$ cat src/rtl/riscv_defines.sv
// Shared decode-stage types and constants for the immediate generator.
package riscv_defines;

  // Instruction format as resolved by the decoder; Z_TYPE covers CSR immediate forms.
  typedef enum logic [2:0] {
    R_TYPE = 3'd0,
    I_TYPE = 3'd1,
    S_TYPE = 3'd2,
    B_TYPE = 3'd3,
    U_TYPE = 3'd4,
    J_TYPE = 3'd5,
    Z_TYPE = 3'd6
  } inst_format_e;

  localparam int unsigned INSTR_BYTES = 4;

endpackage

$ cat src/rtl/imm_gen_pipe_if.sv
// Bundle handshake between fetch/decode (master) and the immediate generator (slave).
interface imm_gen_pipe_if #(
  parameter int unsigned LANES = 2,
  parameter int unsigned XLEN  = 32
) ();
  import riscv_defines::*;

  logic                            in_valid;
  logic                            in_ready;
  logic [LANES-1:0]                in_lane_valid;
  logic [LANES-1:0][31:0]          in_instr;
  inst_format_e [LANES-1:0]        in_format;
  logic [XLEN-1:0]                 in_pc;

  logic                            out_valid;
  logic                            out_ready;
  logic [LANES-1:0]                out_lane_valid;
  logic [LANES-1:0][XLEN-1:0]      out_imm;
  logic [LANES-1:0][XLEN-1:0]      out_target;

  modport master (
    output in_valid, in_lane_valid, in_instr, in_format, in_pc, out_ready,
    input  in_ready, out_valid, out_lane_valid, out_imm, out_target
  );

  modport slave (
    input  in_valid, in_lane_valid, in_instr, in_format, in_pc, out_ready,
    output in_ready, out_valid, out_lane_valid, out_imm, out_target
  );

endinterface

$ cat src/rtl/imm_extract.sv
// Combinational immediate extraction and PC-relative target for a single lane.
module imm_extract
  import riscv_defines::*;
#(
  parameter int unsigned XLEN = 32
) (
  input  logic [31:0]     instr_i,
  input  inst_format_e    format_i,
  input  logic [XLEN-1:0] pc_i,
  output logic [XLEN-1:0] imm_o,
  output logic [XLEN-1:0] target_o
);

  logic [31:0] imm32;
  logic        unused_opcode;

  // Opcode bits never contribute to an immediate.
  assign unused_opcode = ^instr_i[6:0];

  // Build the 32-bit immediate; Z has bit 31 clear so the widening below zero-extends it.
  always_comb begin
    imm32 = '0;
    case (format_i)
      I_TYPE:  imm32 = {{20{instr_i[31]}}, instr_i[31:20]};
      S_TYPE:  imm32 = {{20{instr_i[31]}}, instr_i[31:25], instr_i[11:7]};
      B_TYPE:  imm32 = {{19{instr_i[31]}}, instr_i[31], instr_i[7], instr_i[30:25],
                        instr_i[11:8], 1'b0};
      U_TYPE:  imm32 = {instr_i[31:12], 12'b0};
      J_TYPE:  imm32 = {{11{instr_i[31]}}, instr_i[31], instr_i[19:12], instr_i[20],
                        instr_i[30:21], 1'b0};
      Z_TYPE:  imm32 = {27'b0, instr_i[19:15]};
      default: imm32 = '0;
    endcase
  end

  assign imm_o    = XLEN'($signed(imm32));
  assign target_o = pc_i + imm_o;

endmodule

$ cat src/rtl/imm_gen_pipe.sv
// Multi-lane immediate generator with a main (M) and skid (S) output register pair.
module imm_gen_pipe
  import riscv_defines::*;
#(
  parameter int unsigned LANES = 2,
  parameter int unsigned XLEN  = 32
) (
  input logic           clk,
  input logic           rst_n,
  input logic           flush,
  imm_gen_pipe_if.slave bus
);

  logic [LANES-1:0][XLEN-1:0] in_imm, in_target;

  logic                       m_valid_q, m_valid_d, s_valid_q, s_valid_d;
  logic [LANES-1:0]           m_lv_q, m_lv_d, s_lv_q, s_lv_d;
  logic [LANES-1:0][XLEN-1:0] m_imm_q, m_imm_d, s_imm_q, s_imm_d;
  logic [LANES-1:0][XLEN-1:0] m_tgt_q, m_tgt_d, s_tgt_q, s_tgt_d;
  logic                       accept;

  for (genvar l = 0; l < LANES; l++) begin : g_lane
    logic [XLEN-1:0] lane_pc;
    assign lane_pc = bus.in_pc + XLEN'(l * INSTR_BYTES);

    imm_extract #(
      .XLEN(XLEN)
    ) u_imm_extract (
      .instr_i (bus.in_instr[l]),
      .format_i(bus.in_format[l]),
      .pc_i    (lane_pc),
      .imm_o   (in_imm[l]),
      .target_o(in_target[l])
    );
  end

  // Ready depends only on the skid register, so out_ready never reaches in_ready.
  assign bus.in_ready = !s_valid_q;
  assign accept       = bus.in_valid && !s_valid_q;

  // Next-state for M/S: flush, then skid drain, then accept into M or S, then M drain.
  always_comb begin
    m_valid_d = m_valid_q;
    m_lv_d    = m_lv_q;
    m_imm_d   = m_imm_q;
    m_tgt_d   = m_tgt_q;
    s_valid_d = s_valid_q;
    s_lv_d    = s_lv_q;
    s_imm_d   = s_imm_q;
    s_tgt_d   = s_tgt_q;
    if (flush) begin
      m_valid_d = 1'b0;
      s_valid_d = 1'b0;
    end else if (s_valid_q && bus.out_ready) begin
      m_valid_d = 1'b1;
      m_lv_d    = s_lv_q;
      m_imm_d   = s_imm_q;
      m_tgt_d   = s_tgt_q;
      s_valid_d = 1'b0;
    end else if (accept && (!m_valid_q || bus.out_ready)) begin
      m_valid_d = 1'b1;
      m_lv_d    = bus.in_lane_valid;
      m_imm_d   = in_imm;
      m_tgt_d   = in_target;
    end else if (accept) begin
      s_valid_d = 1'b1;
      s_lv_d    = bus.in_lane_valid;
      s_imm_d   = in_imm;
      s_tgt_d   = in_target;
    end else if (m_valid_q && bus.out_ready) begin
      m_valid_d = 1'b0;
    end
  end

  // Register update; reset clears both stages and their payloads.
  always_ff @(posedge clk or negedge rst_n) begin
    if (!rst_n) begin
      m_valid_q <= 1'b0;
      m_lv_q    <= '0;
      m_imm_q   <= '0;
      m_tgt_q   <= '0;
      s_valid_q <= 1'b0;
      s_lv_q    <= '0;
      s_imm_q   <= '0;
      s_tgt_q   <= '0;
    end else begin
      m_valid_q <= m_valid_d;
      m_lv_q    <= m_lv_d;
      m_imm_q   <= m_imm_d;
      m_tgt_q   <= m_tgt_d;
      s_valid_q <= s_valid_d;
      s_lv_q    <= s_lv_d;
      s_imm_q   <= s_imm_d;
      s_tgt_q   <= s_tgt_d;
    end
  end

  assign bus.out_valid      = m_valid_q;
  assign bus.out_lane_valid = m_lv_q;
  assign bus.out_imm        = m_imm_q;
  assign bus.out_target     = m_tgt_q;

endmodule
$ cat src/flat_wrapper.sv
// flat-port wrapper written by rule: the top's interface ports become plain ports
module imm_gen_pipe_flat import riscv_defines::*;
#(
  parameter int unsigned LANES = 2,
  parameter int unsigned XLEN  = 32
)
  (clk, rst_n, flush, bus_in_valid, bus_in_lane_valid, bus_in_instr, bus_in_format, bus_in_pc, bus_out_ready, bus_in_ready, bus_out_valid, bus_out_lane_valid, bus_out_imm, bus_out_target);
  imm_gen_pipe_if #(.LANES(LANES), .XLEN(XLEN)) bus_i ();
  input logic clk;
  input logic rst_n;
  input logic flush;
  input wire logic [$bits(bus_i.in_valid)-1:0] bus_in_valid;
  input wire logic [$bits(bus_i.in_lane_valid)-1:0] bus_in_lane_valid;
  input wire logic [$bits(bus_i.in_instr)-1:0] bus_in_instr;
  input wire logic [$bits(bus_i.in_format)-1:0] bus_in_format;
  input wire logic [$bits(bus_i.in_pc)-1:0] bus_in_pc;
  input wire logic [$bits(bus_i.out_ready)-1:0] bus_out_ready;
  output wire logic [$bits(bus_i.in_ready)-1:0] bus_in_ready;
  output wire logic [$bits(bus_i.out_valid)-1:0] bus_out_valid;
  output wire logic [$bits(bus_i.out_lane_valid)-1:0] bus_out_lane_valid;
  output wire logic [$bits(bus_i.out_imm)-1:0] bus_out_imm;
  output wire logic [$bits(bus_i.out_target)-1:0] bus_out_target;
  assign bus_i.in_valid = bus_in_valid;
  assign bus_i.in_lane_valid = bus_in_lane_valid;
  assign bus_i.in_instr = bus_in_instr;
  assign bus_i.in_format = bus_in_format;
  assign bus_i.in_pc = bus_in_pc;
  assign bus_i.out_ready = bus_out_ready;
  assign bus_in_ready = bus_i.in_ready;
  assign bus_out_valid = bus_i.out_valid;
  assign bus_out_lane_valid = bus_i.out_lane_valid;
  assign bus_out_imm = bus_i.out_imm;
  assign bus_out_target = bus_i.out_target;
  imm_gen_pipe #(.LANES(LANES), .XLEN(XLEN)) u_core (.clk(clk), .rst_n(rst_n), .flush(flush), .bus(bus_i));
endmodule
$ cat config.mk
export PLATFORM = sky130hd
export DESIGN_NAME = imm_gen_pipe_flat
export DESIGN_NICKNAME = d
export VERILOG_FILES = /design/src/rtl/riscv_defines.sv /design/src/rtl/imm_gen_pipe_if.sv /design/src/rtl/imm_extract.sv /design/src/rtl/imm_gen_pipe.sv /design/src/flat_wrapper.sv
export SDC_FILE = /design/constraint.sdc
export NUM_CORES = 1
export LEC_CHECK = 0
export BUFFER_PORTS_ARGS = -buffer_cell sky130_fd_sc_hd__buf_2
export CAP_MARGIN = 25
export CELL_PAD_IN_SITES_DETAIL_PLACEMENT = 0
export CELL_PAD_IN_SITES_GLOBAL_PLACEMENT = 1
export CORE_ASPECT_RATIO = 2
export CORE_MARGIN = 5
export CORE_UTILIZATION = 41
export DETAILED_ROUTE_END_ITERATION = 7
export PLACE_DENSITY_LB_ADDON = 0.1
export SYNTH_ARGS = -nofsm -noshare
export SYNTH_HDL_FRONTEND = slang
export SYNTH_HIERARCHICAL = 1
export SYNTH_SLANG_ARGS = --single-unit
$ cat constraint.sdc
create_clock -name clk -period 1.7 [get_ports clk]
set_clock_uncertainty 0.2 [all_clocks]
set_input_delay 0.51 -clock clk [delete_from_list [all_inputs] [get_ports clk]]
set_output_delay 0.51 -clock clk [all_outputs]
set_load 0.01 [all_outputs]
==> qor.txt <==
Data required time of the critical path: 1.92 ns
Max-slew violation count: 0
Maximum number of pins on one net before global-route repair: 40
Wire length of the first global-routing pass: 95,890 microns
Most frequently used cell type in the post-synthesis netlist: dfrtp_1
Die Y: 288.4 microns
Flip-flop and latch count after synthesis: 262
Number of buffer cells added on primary ports: 226
Number of buffers and inverters on the critical path: 3
CP Launch Type: input port
Core Rows: 102
Synthesized netlist net count: 1,732
Vias in the first global route: 16,940
Max incr delay on CP: 0.31 ns
Post-detailed-routing wire length: 67,160 microns
Mapped cell area: 15,890 sq um
Total gr overflow: 0
Worst setup timing slack at the placement stage: -2.395 ns
Max FO, Critical Path: 6
Number of nets with antenna violations after detailed routing: 0
Total clock sinks: 262
Worst Path Class, Setup: in -> reg
Syn-to-layout area delta: 75.12%
Residual DRC: 0
Number of antenna violations at the first check in global routing: 3
Die footprint: 43,030 sq um
Nets@finish: 2,524
Max-capacitance violation count: 0
Worst-Skew Late Latency: 0.54 ns
Leakage power of the design: 13.54 nW
Post-synthesis cell type with the largest combined area: dfrtp_1
Run status: finished, violations left
Unrepaired setup endpoints after global routing: yes
Initial core utilization: 41.23%
Horiz. Die Dim: 149.2 microns
Synthesis Warnings: 6
Clk slew on worst S/H paths: 0.07 ns
Least-Margin Pin Slew: 0.4808 ns
Maximum vdd drop: 0.9024 mV
Total clock buffers created by CTS: 24
# H-tree levels: 1
Clock buffer depth: 3
Ordered list of cells on the worst path: buf_8, nand4_1, nor4_4, buf_6, xor2_2, ha_4, buf_6, a211oi_2, o211a_1, nor3_4, a21oi_2, nand3_4, a211oi_2, xnor2_2, mux2i_1, a21oi_1
Total power after layout: 24.44 mW
Kind of cell adding the most delay to the critical path: compound AO/OA/AOI/OAI gates
Floorplan core area: 38,540 sq um
Library cells used by synthesis: 67
Mean instance size in the synthesized netlist: 10.20 sq um
Main area contributors after synthesis: dfrtp_1, mux2_2, mux2i_1
Crit share post-route: 185.5%
Endpoint class of the critical path: register
Detail Placement HPWL: 48,240 microns
Final setup margin: -1.454 ns
Violations in the final reports: negative setup slack
Path type of the worst min-delay path: in -> reg
Cells after synthesis: 1,558
Global placement routability congestion: 0.8971
Slew headroom: 67.95%
Total routing resource utilization after global routing: 29.25%
Timing-limited maximum frequency: 317.0 MHz
Number of enable-type register cells in the synthesized netlist: 0
Number of top-level pins: 241
Most used standard cells in the synthesized netlist: dfrtp_1, a21oi_1, nor2_1
FILL cells: 2,858
Fraction of final layout cells with drive strength greater than 1: 63.37%
Pwr/cell area: 878.4 nW/um^2
Setup-violating endpoint count in the final report: 392
Library cell contributing the largest single delay on the critical path: nor4_4
CTS tree: yes
DRC marker count from the first detailed-route iteration: 558
Share of async-settable or async-resettable flops after synthesis: 100.0%
Primary flip-flop cell chosen by synthesis mapping: dfrtp_1
Routed via count divided by cell count: 5.369
Detail-routed net length per standard cell: 23.24 microns
Via count: 15,520
CTS root buf: clkbuf_16
Data arrival time of the critical path: 3.38 ns
Drt first pass iters: 5
Hold Fails Final Rpt: 0
Seq/Total Area, Yosys: 41.26%
Final critical delay including setup and external delays: 3.154 ns
Area share of the largest cell type after synthesis: 41.26%
[routing by layer]
| metal | vias up | part of all wire, % | global-route usage [%] |
|---|---|---|---|
| met3 | 194 | 3.3 | 2.999 |
| li1 | 7209 | - | - |
| met5 | - | 0 | 0 |
| met2 | 428 | 57 | 58.80 |
| met1 | 7684 | 31 | 27.49 |
| met4 | 0 | 8.3 | 17.57 |
[per-stage QoR]
stage / instances / area (sq um) / setup TNS [ns] / utilization, % / hold slack, ns
after floorplan: 1558 / 16520 / -152.02 / - / 0.01441
after global placement: 2709 / 21730 / -297.93 / 56.38 / 0.2516
after detailed placement: 2709 / 21730 / -302.50 / 56.38 / 0.2596
after CTS: 2860 / 26180 / -170.18 / 67.92 / 0.008536
after global routing: 2888 / 27820 / -195.04 / 72.19 / 0.02086
final: 2890 / 27830 / -173.72 / 72.20 / 0.02609
[path summary, 6_finish.rpt]
| path | start | end | cells after the start | slack [ns] |
|---|---|---|---|---|
| setup / recovery | bus_in_pc[3] | u_core/bus.out_target[62] | 16 | -1.45 |
| hold / removal | bus_in_lane_valid[0] | u_core/s_lv_q[0] | 2 | 0.03 |
| setup reg to reg | u_core/s_valid_q | u_core/bus.out_target[33] | 8 | -0.26 |
| hold reg to reg | u_core/s_tgt_q[47] | u_core/s_tgt_q[47] | 1 | 0.30 |
| max in group asynchronous | rst_n | u_core/bus.out_imm[48] | 3 | 0.40 |
| min in group asynchronous | rst_n | u_core/bus.out_imm[41] | 2 | 0.28 |
[state kept, by name, summed over array words and instances (netlist names)]
signal,flops
u_core/bus.out_imm,64
u_core/bus.out_lane_valid,2
u_core/bus.out_target,64
u_core/bus.out_valid,1
u_core/s_imm_q,64
u_core/s_lv_q,2
u_core/s_tgt_q,64
u_core/s_valid_q,1
[cells in the final DEF (no fill, tap or decap), types with 37 or more instances in the layout]
master,Yosys,final
a21oi_1,183,108
mux2_2,132,110
buf_12,0,41
a21oi_2,6,67
mux2i_1,130,104
nor2_2,0,37
buf_6,4,125
buf_2,55,198
dfrtp_1,262,261
buf_4,6,438
nor2_1,177,104
clkbuf_16,0,37
a21o_1,62,53
[kinds of logic after synthesis]
logic type      after synthesis  share of synthesized area, %
compound gates              403                         16.67
xor+xnor                     88                         4.850
fa+ha+maj                    65                         5.213
buf+inv                     121                         3.622
flops                       262                         41.26
mux                         262                         17.54
simple gates                357                         10.84
[report_power, final]
group	switching, mW	internal [mW]
sequential	0.999	7.89
combinational	4.79	5.34
clock	2.45	2.98
[cell type report]
| class | count | area (sq um) | share of cell area (%) |
|---|---|---|---|
| inverter | 30 | 153.9 | 0.5531 |
| multi-input combinational | 1175 | 12000 | 43.12 |
| sequential | 262 | 6558 | 23.57 |
| timing repair buffer | 857 | 7696 | 27.66 |
| clock buffer | 34 | 689.4 | 2.478 |
| clock inverter | 9 | 72.57 | 0.2608 |
| antenna | 3 | 7.507 | 0.02698 |
| tap | 520 | 650.6 | 2.338 |
[timing repair]
item	in CTS	in global routing
buffers inserted	105	51
pin swaps	198	135
hold endpoints to repair	26	0
endpoints found under the setup margin	389	392
cloned	20	14
resized for setup	482	290
hold buffers	1	0
No activity file was read; power rests on OpenSTA's default activity.
